`config.mk`:
```
export PLATFORM = sky130hd
export DESIGN_NAME = adc_lvds_pattern_tx_flat
export DESIGN_NICKNAME = d
export VERILOG_FILES = /design/src/rtl/adc_lvds_pattern_tx_pkg.sv /design/src/rtl/adc_lvds_pattern_tx_if.sv /design/src/rtl/adc_lvds_pattern_tx_pn9_gen.sv /design/src/rtl/adc_lvds_pattern_tx.sv /design/src/flat_wrapper.sv
export SDC_FILE = /design/constraint.sdc
export NUM_CORES = 1
export LEC_CHECK = 0
export ABC_CLOCK_PERIOD_IN_PS = 2100
export CAP_MARGIN = 15
export CORE_MARGIN = 2
export CORE_UTILIZATION = 35
export CTS_BUF_LIST = sky130_fd_sc_hd__clkbuf_4 sky130_fd_sc_hd__clkbuf_8 sky130_fd_sc_hd__clkbuf_16
export DETAILED_ROUTE_END_ITERATION = 8
export GPL_ROUTABILITY_DRIVEN = 0
export PLACE_DENSITY = 0.67
export SLEW_MARGIN = 5
export SYNTH_ARGS = -nofsm -noshare
export SYNTH_HDL_FRONTEND = slang
export SYNTH_SLANG_ARGS = --single-unit
```
`constraint.sdc`:
```
create_clock -name clock -period 2.1 [get_ports clock]
set_input_delay 0.21 -clock clock [delete_from_list [all_inputs] [get_ports clock]]
set_output_delay 0.21 -clock clock [all_outputs]
set_load 0.05 [all_outputs]
```
`src/rtl/adc_lvds_pattern_tx_pkg.sv`:
```
// Shared types and constants for the AD9284-style LVDS pattern transmitter.
package adc_lvds_pattern_tx_pkg;

   localparam int unsigned SAMPLE_W = 8;
   localparam int unsigned PAIR_W   = 16;
   localparam int unsigned CODE_W   = 3;
   localparam int unsigned CNT_W    = 16;
   localparam int unsigned PN_W     = 9;

   typedef enum logic [CODE_W-1:0] {
      PAT_MIDSCALE = 3'd0,
      PAT_FIXED    = 3'd1,
      PAT_CHECKER  = 3'd2,
      PAT_RAMP     = 3'd3,
      PAT_PN9      = 3'd4,
      PAT_TOGGLE   = 3'd5,
      PAT_STREAM   = 3'd6,
      PAT_RESERVED = 3'd7
   } pattern_e;

   localparam logic [SAMPLE_W-1:0] ADC_MIDSCALE = 8'h80;
   // x^9 + x^5 + 1: feedback from state bits 8 and 4
   localparam logic [PN_W-1:0]     PN9_TAPS     = 9'h110;

   typedef struct packed {
      logic [SAMPLE_W-1:0] b;
      logic [SAMPLE_W-1:0] a;
   } sample_pair_t;

   localparam sample_pair_t MIDSCALE_PAIR = '{b: ADC_MIDSCALE, a: ADC_MIDSCALE};

endpackage

```
`src/rtl/adc_lvds_pattern_tx_if.sv`:
```
// Stream sample-pair handshake into the pattern transmitter.
interface adc_lvds_pattern_tx_if;
   import adc_lvds_pattern_tx_pkg::*;

   sample_pair_t s_data;
   logic         s_valid;
   logic         s_ready;

   modport master (output s_data, output s_valid, input  s_ready);
   modport slave  (input  s_data, input  s_valid, output s_ready);

endinterface

```
`src/rtl/adc_lvds_pattern_tx_pn9_gen.sv`:
```
// PN9 LFSR advancing 16 bits per clock; word_c[15] is the first bit shifted out.
module adc_lvds_pattern_tx_pn9_gen
   import adc_lvds_pattern_tx_pkg::*;
#(
   parameter logic [PN_W-1:0] SEED = 9'h1FF
) (
   input  logic              clock,
   input  logic              reset_n,
   input  logic              load,
   input  logic              advance,
   output logic [PAIR_W-1:0] word_c
);

   logic [PN_W-1:0] state;
   logic [PN_W-1:0] state_next;
   logic [PN_W-1:0] walk;

   // Unrolled 16-step Fibonacci shift; output bit is the MSB before each shift
   always_comb begin
      walk   = state;
      word_c = '0;
      for (int i = 0; i < int'(PAIR_W); i++) begin
         word_c[PAIR_W-1-i] = walk[PN_W-1];
         walk = {walk[PN_W-2:0], ^(walk & PN9_TAPS)};
      end
      state_next = walk;
   end

   always_ff @(posedge clock or negedge reset_n) begin
      if (!reset_n)     state <= SEED;
      else if (load)    state <= SEED;
      else if (advance) state <= state_next;
   end

endmodule

```
`src/rtl/adc_lvds_pattern_tx.sv`:
```
// ADC LVDS output emulator: pattern/stream generator, monitor registers and DDR launch.
module adc_lvds_pattern_tx
   import adc_lvds_pattern_tx_pkg::*;
#(
   parameter int unsigned     STABLE_CYCLES = 16,
   parameter logic [PN_W-1:0] PN_SEED       = 9'h1FF,
   parameter bit              SIM_DDR       = 1'b0
) (
   input  logic                clock,
   input  logic                reset_n,
   input  logic                enable,
   input  logic [CODE_W-1:0]   pattern_sel,
   input  logic [PAIR_W-1:0]   user_word,
   adc_lvds_pattern_tx_if.slave s_bus,
   output logic [SAMPLE_W-1:0] data_a,
   output logic [SAMPLE_W-1:0] data_b,
   output logic [CODE_W-1:0]   pattern_active,
   output logic                pattern_changed,
   output logic [CNT_W-1:0]    underrun_count,
   output logic                dco_p,
   output logic                dco_n,
   output logic [SAMPLE_W-1:0] data_p,
   output logic [SAMPLE_W-1:0] data_n
);

   localparam int unsigned STAB_W = $clog2(STABLE_CYCLES + 1);

   logic [CODE_W-1:0]   sel_meta, sel_sync, sel_prev;
   logic [STAB_W-1:0]   stable_cnt;
   pattern_e            active_q;
   logic                apply_c;
   pattern_e            next_active_c;
   logic [SAMPLE_W-1:0] ramp;
   logic                phase;
   sample_pair_t        hold;
   sample_pair_t        gen_c;
   logic                accept_c;
   logic                pn_adv_c;
   logic [PAIR_W-1:0]   pn_word_c;

   assign pattern_active = active_q;

   // Apply only after the synchronised code has been steady long enough
   assign apply_c       = (stable_cnt == STAB_W'(STABLE_CYCLES)) && (sel_sync == sel_prev)
                          && (sel_sync != active_q);
   assign next_active_c = apply_c ? pattern_e'(sel_sync) : active_q;
   assign accept_c      = s_bus.s_valid && s_bus.s_ready;
   assign pn_adv_c      = enable && (active_q == PAT_PN9) && !apply_c;

   adc_lvds_pattern_tx_pn9_gen #(.SEED(PN_SEED)) u_pn9 (
      .clock   (clock),
      .reset_n (reset_n),
      .load    (apply_c),
      .advance (pn_adv_c),
      .word_c  (pn_word_c)
   );

   always_comb begin
      gen_c = MIDSCALE_PAIR;
      case (active_q)
         PAT_FIXED:   gen_c = sample_pair_t'(user_word);
         PAT_CHECKER: gen_c = phase ? '{b: 8'hAA, a: 8'h55} : '{b: 8'h55, a: 8'hAA};
         PAT_RAMP:    gen_c = '{b: ~ramp, a: ramp};
         PAT_PN9:     gen_c = '{b: pn_word_c[7:0], a: pn_word_c[15:8]};
         PAT_TOGGLE:  gen_c = phase ? '{b: 8'h00, a: 8'h00} : '{b: 8'hFF, a: 8'hFF};
         PAT_STREAM:  gen_c = accept_c ? s_bus.s_data : hold;
         default:     gen_c = MIDSCALE_PAIR;
      endcase
      if (!enable) gen_c = MIDSCALE_PAIR;
   end

   always_ff @(posedge clock or negedge reset_n) begin
      if (!reset_n) begin
         sel_meta        <= '0;
         sel_sync        <= '0;
         sel_prev        <= '0;
         stable_cnt      <= '0;
         active_q        <= PAT_MIDSCALE;
         pattern_changed <= 1'b0;
         data_a          <= ADC_MIDSCALE;
         data_b          <= ADC_MIDSCALE;
         ramp            <= '0;
         phase           <= 1'b0;
         hold            <= MIDSCALE_PAIR;
         s_bus.s_ready   <= 1'b0;
         underrun_count  <= '0;
      end else begin
         sel_meta        <= pattern_sel;
         sel_sync        <= sel_meta;
         sel_prev        <= sel_sync;
         if (sel_sync != sel_prev)                      stable_cnt <= '0;
         else if (stable_cnt != STAB_W'(STABLE_CYCLES)) stable_cnt <= stable_cnt + STAB_W'(1);
         active_q        <= next_active_c;
         pattern_changed <= apply_c;
         data_a          <= gen_c.a;
         data_b          <= gen_c.b;
         if (apply_c) begin
            ramp  <= '0;
            phase <= 1'b0;
         end else if (enable) begin
            if (active_q == PAT_RAMP) ramp <= ramp + SAMPLE_W'(1);
            if ((active_q == PAT_CHECKER) || (active_q == PAT_TOGGLE)) phase <= ~phase;
         end
         if (accept_c) hold <= s_bus.s_data;
         s_bus.s_ready   <= enable && (next_active_c == PAT_STREAM);
         if (s_bus.s_ready && !s_bus.s_valid && enable && (active_q == PAT_STREAM)
             && (underrun_count != {CNT_W{1'b1}}))
            underrun_count <= underrun_count + CNT_W'(1);
      end
   end

   // DDR launch: A in the clock-high half, B in the low half, one clock after data_a/b
   if (SIM_DDR) begin : g_ddr_sim
      logic [SAMPLE_W-1:0] q_a, q_b;
      logic                dco_q;

      always_ff @(posedge clock or negedge reset_n) begin
         if (!reset_n) begin
            q_a   <= '0;
            q_b   <= '0;
            dco_q <= 1'b0;
         end else begin
            q_a   <= data_a;
            q_b   <= data_b;
            dco_q <= 1'b1;
         end
      end

      assign data_p = clock ? q_a : q_b;
      assign dco_p  = clock & dco_q;
   end else begin : g_ddr_flop
      // Dual-edge flops XOR-combined so no clock enters the data path
      logic [SAMPLE_W-1:0] rise_d, fall_d, hold_b;
      logic                rise_c, fall_c;

      always_ff @(posedge clock or negedge reset_n) begin
         if (!reset_n) begin
            rise_d <= '0;
            hold_b <= '0;
            rise_c <= 1'b0;
         end else begin
            rise_d <= data_a ^ fall_d;
            hold_b <= data_b;
            rise_c <= ~fall_c;
         end
      end

      always_ff @(negedge clock or negedge reset_n) begin
         if (!reset_n) begin
            fall_d <= '0;
            fall_c <= 1'b0;
         end else begin
            fall_d <= hold_b ^ rise_d;
            fall_c <= rise_c;
         end
      end

      assign data_p = rise_d ^ fall_d;
      assign dco_p  = rise_c ^ fall_c;
   end

   assign data_n = ~data_p;
   assign dco_n  = ~dco_p;

endmodule
```
`src/flat_wrapper.sv`:
```
// flat-port wrapper written by rule: the top's interface ports become plain ports
module adc_lvds_pattern_tx_flat import adc_lvds_pattern_tx_pkg::*;
#(
   parameter int unsigned     STABLE_CYCLES = 16,
   parameter logic [PN_W-1:0] PN_SEED       = 9'h1FF,
   parameter bit              SIM_DDR       = 1'b0
)
  (clock, reset_n, enable, pattern_sel, user_word, data_a, data_b, pattern_active, pattern_changed, underrun_count, dco_p, dco_n, data_p, data_n, s_bus_s_data, s_bus_s_valid, s_bus_s_ready);
  adc_lvds_pattern_tx_if s_bus_i ();
  input  logic clock;
  input  logic reset_n;
  input  logic enable;
  input  logic [CODE_W-1:0] pattern_sel;
  input  logic [PAIR_W-1:0] user_word;
  output logic [SAMPLE_W-1:0] data_a;
  output logic [SAMPLE_W-1:0] data_b;
  output logic [CODE_W-1:0] pattern_active;
  output logic pattern_changed;
  output logic [CNT_W-1:0] underrun_count;
  output logic dco_p;
  output logic dco_n;
  output logic [SAMPLE_W-1:0] data_p;
  output logic [SAMPLE_W-1:0] data_n;
  input wire logic [$bits(s_bus_i.s_data)-1:0] s_bus_s_data;
  input wire logic [$bits(s_bus_i.s_valid)-1:0] s_bus_s_valid;
  output wire logic [$bits(s_bus_i.s_ready)-1:0] s_bus_s_ready;
  assign s_bus_i.s_data = s_bus_s_data;
  assign s_bus_i.s_valid = s_bus_s_valid;
  assign s_bus_s_ready = s_bus_i.s_ready;
  adc_lvds_pattern_tx #(.STABLE_CYCLES(STABLE_CYCLES), .PN_SEED(PN_SEED), .SIM_DDR(SIM_DDR)) u_core (.clock(clock), .reset_n(reset_n), .enable(enable), .pattern_sel(pattern_sel), .user_word(user_word), .s_bus(s_bus_i), .data_a(data_a), .data_b(data_b), .pattern_active(pattern_active), .pattern_changed(pattern_changed), .underrun_count(underrun_count), .dco_p(dco_p), .dco_n(dco_n), .data_p(data_p), .data_n(data_n));
endmodule
```
; ---- Word level (Yosys, flattened, before mapping)
; Index checks and enable logic that the tools add are counted.
[word_totals]
regBits = 111
in_bits = 39
output_inout_bits = 55
wordCells = 97
[classes]
add_sub_neg = 3
eq_ne = 13
mux = 16
bitwise_logic = 9
n_reduce_logical = 36
[ops]
columns = cell, count
row1 = XOR reduction 9 bit, 16
row2 = one-hot mux 16 bit (6 select lines), 1
row3 = 2-to-1 mux 16 bit, 4
row4 = 2-to-1 mux 8 bit, 3
row5 = bitwise XOR 8 bit, 3
row6 = 2-to-1 mux 9 bit, 2
row7 = adder 16 x 1 -> 16 bit (second input constant), 1
row8 = inequality test 16 bit (second input constant), 1
row9 = NOT 8 bit, 2
row10 = == test 3 bit (second input constant), 4
row11 = logical AND 1 bit, 10
row12 = 2-to-1 mux 5 bit, 2
row13 = nonzero test 2 bit, 5
row14 = adder 8 x 1 -> 8 bit (second input constant), 1
row15 = == test 3 x 2 -> 1 bit (second input constant), 2
row16 = inequality test 3 bit, 2
row17 = adder 5 x 1 -> 5 bit (second input constant), 1
row18 = == test 5 bit (second input constant), 1
row19 = inequality test 5 bit (second input constant), 1
row20 = AND reduction 2 bit, 2
row21 = == test 3 x 1 -> 1 bit (second input constant), 1
row22 = == test 3 bit, 1
row23 = 2-to-1 mux 1 bit, 3
row24 = 2-to-1 mux 3 bit, 1
row25 = other kinds (4), 7

; ---- Logic depth before layout (Yosys ltp)
[logic_depth]
word_depth = 7
mapped_depth = 8

; ---- By module
; From an unflattened synthesis, not the netlist that was laid out.
[hier_totals]
hier_cells = 457
area_unflattened_um2 = 5275.1
[by_module_without_submodules]
columns = module, n_inst, cells_per_inst, area_per_inst_um2
row1 = adc_lvds_pattern_tx, 1, 399, 4644.5
row2 = adc_lvds_pattern_tx_pn9_gen, 1, 58, 630.6

==> results.md <==
- Leading post-synthesis cells by cell area: dfrtp_1 (44%), xor2_1 (7.3%), dfstp_2 (6.8%)
- Endpoints failing setup: 19
- Static leakage: 0.003173 µW
- Post-synthesis simple-gate area fraction: 14.02%
- Post-Route WL: 11560 µm
- EDFF count, synth: 0
- WP data arrival: 2320 ps
- Critical Path End Type: output pin
- P per Cell Area: 585.1 nW/µm²
- Slew Limit Fails: 0
- # IOs: 94
- Drc violations: 0
- Ratio of cells with drive above 1 in the final layout: 23.88%
- Yosys cell types: 50
- Compound-cell area share of the yosys netlist: 6.849%
- Largest net degree at the start of global routing: 34
- Cts bufs inserted: 9
- Htree depth: 3
- Synth top area share: 44.17%
- Post-synthesis mux area share: 6.849%
- GRT overflow: 0
- CTS tree: built
- Starting DRT DRC Count: 194
- Vias: 3620
- Dpl hpwl: 8669 µm
- Clock power frac: 42.8%
- Switching Share: 20.22%
- DP Area: 6685 µm²
- Status: finished, violations left
- Core area: 13990 µm²
- Synth Area in XOR/XNOR: 12.68%
- Slack of the critical path: -432.5 ps
- Part of the power in registers: 52.7%
- #FFs+latches synth: 111
- Area growth from synthesis to layout: 39.98%
- Largest family of logic cells by synthesized area: simple AND/OR/NAND/NOR gates
- Register area share after synthesis: 55.41%
- Cells after DPL: 714
- Worst-skew pair later-pin latency: 350 ps
- WL per Instance: 15.68 µm
- Synthesized Nets: 474
- Number of buffers inserted by port buffering: 93
- GRT Resource Usage Total: 15.85%
- Post-route cell area: 7058 µm²
- Max cap viols: 0
- Sink Count: 111
- Crit path kind: register to output pin
- RSZ-0062 raised after global routing: yes
- Yosys top cell by area: dfrtp_1
- Finished Layout Cells: 737
- Comb pwr share: 4.5%
- Cells after Synth: 431
- First-pass GRT wire length: 18450 µm
- Worst-Margin Slew: 542.2 ps
- Post-Synth Adder-Cell Area: 0.9926%
- Synth Warn #: 0
- Starting Density: 36.05%
- Die width: 124.0 µm
- Avg Cell Area, Syn: 11.70 µm²
- Max VDD drop: 0.3637 mV
- Final hold vios: 0
- Pre-CTS setup slack: -107.1 ps
- First drt pass iteration count: 6
- ANT cells: 0
- CTS Root Cell: clkbuf_16
- Post-route antenna net violation count: 0
- Worst rel slew slack: 63.74%
- Via/cell ratio: 4.912
- Async S/R FF share, synth: 100.0%
- Critical path startpoint category: register
- Violated checks: negative setup slack
- Hold Slack: 291.5 ps
- Die Y-Extent: 124.0 µm
- Die area: 15380 µm²
- Clock transition at path regs: 70 ps
- TNS Setup: -7066 ps
- Layout Nets: 595
- Worst Hold Class: input pin to register
- Most common cell in the netlist: dfrtp_1
- Ys flop type: dfrtp_1
- Max clock buf depth: 2
- Pint: 3295 µW
- Setup Skew: 5.894 ps
- Worst endpoint required time: 1890 ps
- Vias in the first global route: 3699
- Initial antenna violation count: 0
- Post-synth design cell area: 5042 µm²
- Rows: 43
- Crit-path max FO: 2
- Sw power: 835.0 µW
- Post-synth top cells: dfrtp_1 (89), xor2_1 (42), xnor2_1 (31)
[area by class of cell]
| class | instances | area, µm² |
|---|---|---|
| Clock buffer | 13 | 274.0 |
| Clock inverter | 3 | 40.04 |
| Fill cell | 1197 | 6930 |
| Inverter | 17 | 66.31 |
| Multi-Input combinational cell | 284 | 2256 |
| Sequential cell | 111 | 2794 |
| Tap cell | 180 | 225.2 |
| Timing Repair Buffer | 129 | 1403 |
[power by group through the flow]
| stage | Clock (µW) | Combinational [µW] | Sequential [µW] |
|---|---|---|---|
| after floorplan | 0 | 42.3 | 2210 |
| after global placement | 0 | 182 | 2210 |
| after detailed placement | 0 | 187 | 2220 |
| after CTS | 1830 | 189 | 2180 |
| after global routing | 1900 | 202 | 2180 |
| final | 1770 | 184 | 2180 |
[path summary, 6_finish.rpt]
check | startpoint | endpoint | slack [ps] | depth (start not counted)
setup / recovery | u_core.g_ddr_flop.fall_d[1] | data_n[1] | -430 | 3
hold / removal | pattern_sel[2] | u_core.sel_meta[2] | 290 | 1
setup reg to reg | u_core.g_ddr_flop.fall_d[4] | u_core.g_ddr_flop.rise_d[4] | -10 | 4
hold reg to reg | u_core.sel_meta[2] | u_core.sel_sync[2] | 350 | 0
max in group asynchronous | reset_n | u_core.g_ddr_flop.fall_d[6] | 450 | 2
min in group asynchronous | reset_n | u_core.hold[1] | 360 | 2
[repair_timing]
action                                  CTS  global route
buffers inserted                          4             2
pin swaps                                 9             0
cloned                                    0             0
resized for setup                        10             0
endpoints found under the setup margin   18            18
hold buffers                              1             0
endpoints found under the hold margin    16             0
[layout by cell type (no fill, tap or decap), types with 3 or more instances in the layout]
| cell type | count |
|---|---|
| clkbuf_8 | 3 |
| clkbuf_16 | 9 |
| nor3b_1 | 3 |
| nor3_1 | 5 |
| nor2b_1 | 3 |
| nand4_1 | 8 |
| buf_4 | 36 |
| a221oi_1 | 13 |
| a21oi_1 | 22 |
| mux2_2 | 19 |
| mux2i_1 | 12 |
| nand3_1 | 17 |
| buf_12 | 20 |
| or3_1 | 3 |
| dfstp_2 | 13 |
| ha_1 | 4 |
| xnor2_1 | 31 |
| xor2_1 | 33 |
| nand3b_1 | 3 |
| inv_2 | 9 |
| nor2_1 | 22 |
| nand2_1 | 29 |
| nand2b_1 | 12 |
| o211ai_1 | 9 |
| dfrtn_1 | 9 |
| xor2_4 | 9 |
| inv_1 | 7 |
| clkdlybuf4s50_1 | 71 |
| dfrtp_1 | 89 |
[cell families (layout without fill, tap and decap cells)]
family | Yosys count | count (layout)
AO/OA/AOI/OAI | 51 | 51
buffers and inverters | 36 | 162
adder cells (fa/ha/maj) | 4 | 4
AND/OR/NAND/NOR | 124 | 124
flip-flops | 111 | 111
XOR/XNOR | 73 | 73
multiplexers | 32 | 32
[sequential cells by signal (all words and copies together), names as in the netlist, 8 cells and up]
register                  flops
u_core.g_ddr_flop.fall_d      8
u_core.u_pn9.state            9
u_core.g_ddr_flop.rise_d      8
u_core.underrun_count        16
u_core.data_b                 8
u_core.hold                  16
u_core.data_a                 8
u_core.g_ddr_flop.hold_b      8
u_core.ramp                   8
[layer usage]
| layer | wire length, µm | track usage, % | vias up |
|---|---|---|---|
| li1 | - | - | 1715 |
| met1 | 5007 | 19.66 | 1804 |
| met2 | 5789 | 26.68 | 86 |
| met3 | 544 | 3.205 | 15 |
| met4 | 214 | 7.233 | 0 |
| met5 | 0 | 0 | - |
[through the flow]
step                power [µW]  util (%)
finish                    4130     50.46
global route              4283     50.46
CTS                       4192     50.35
detailed placement        2403     47.79
global placement          2397     47.79
floorplan                 2255         -
[critical path: stages (launching register included)]
cell and delay (ps):
dfrtn_1 500, xor2_4 210, inv_2 60, buf_12 140
No activity file was read; power rests on OpenSTA's default activity.
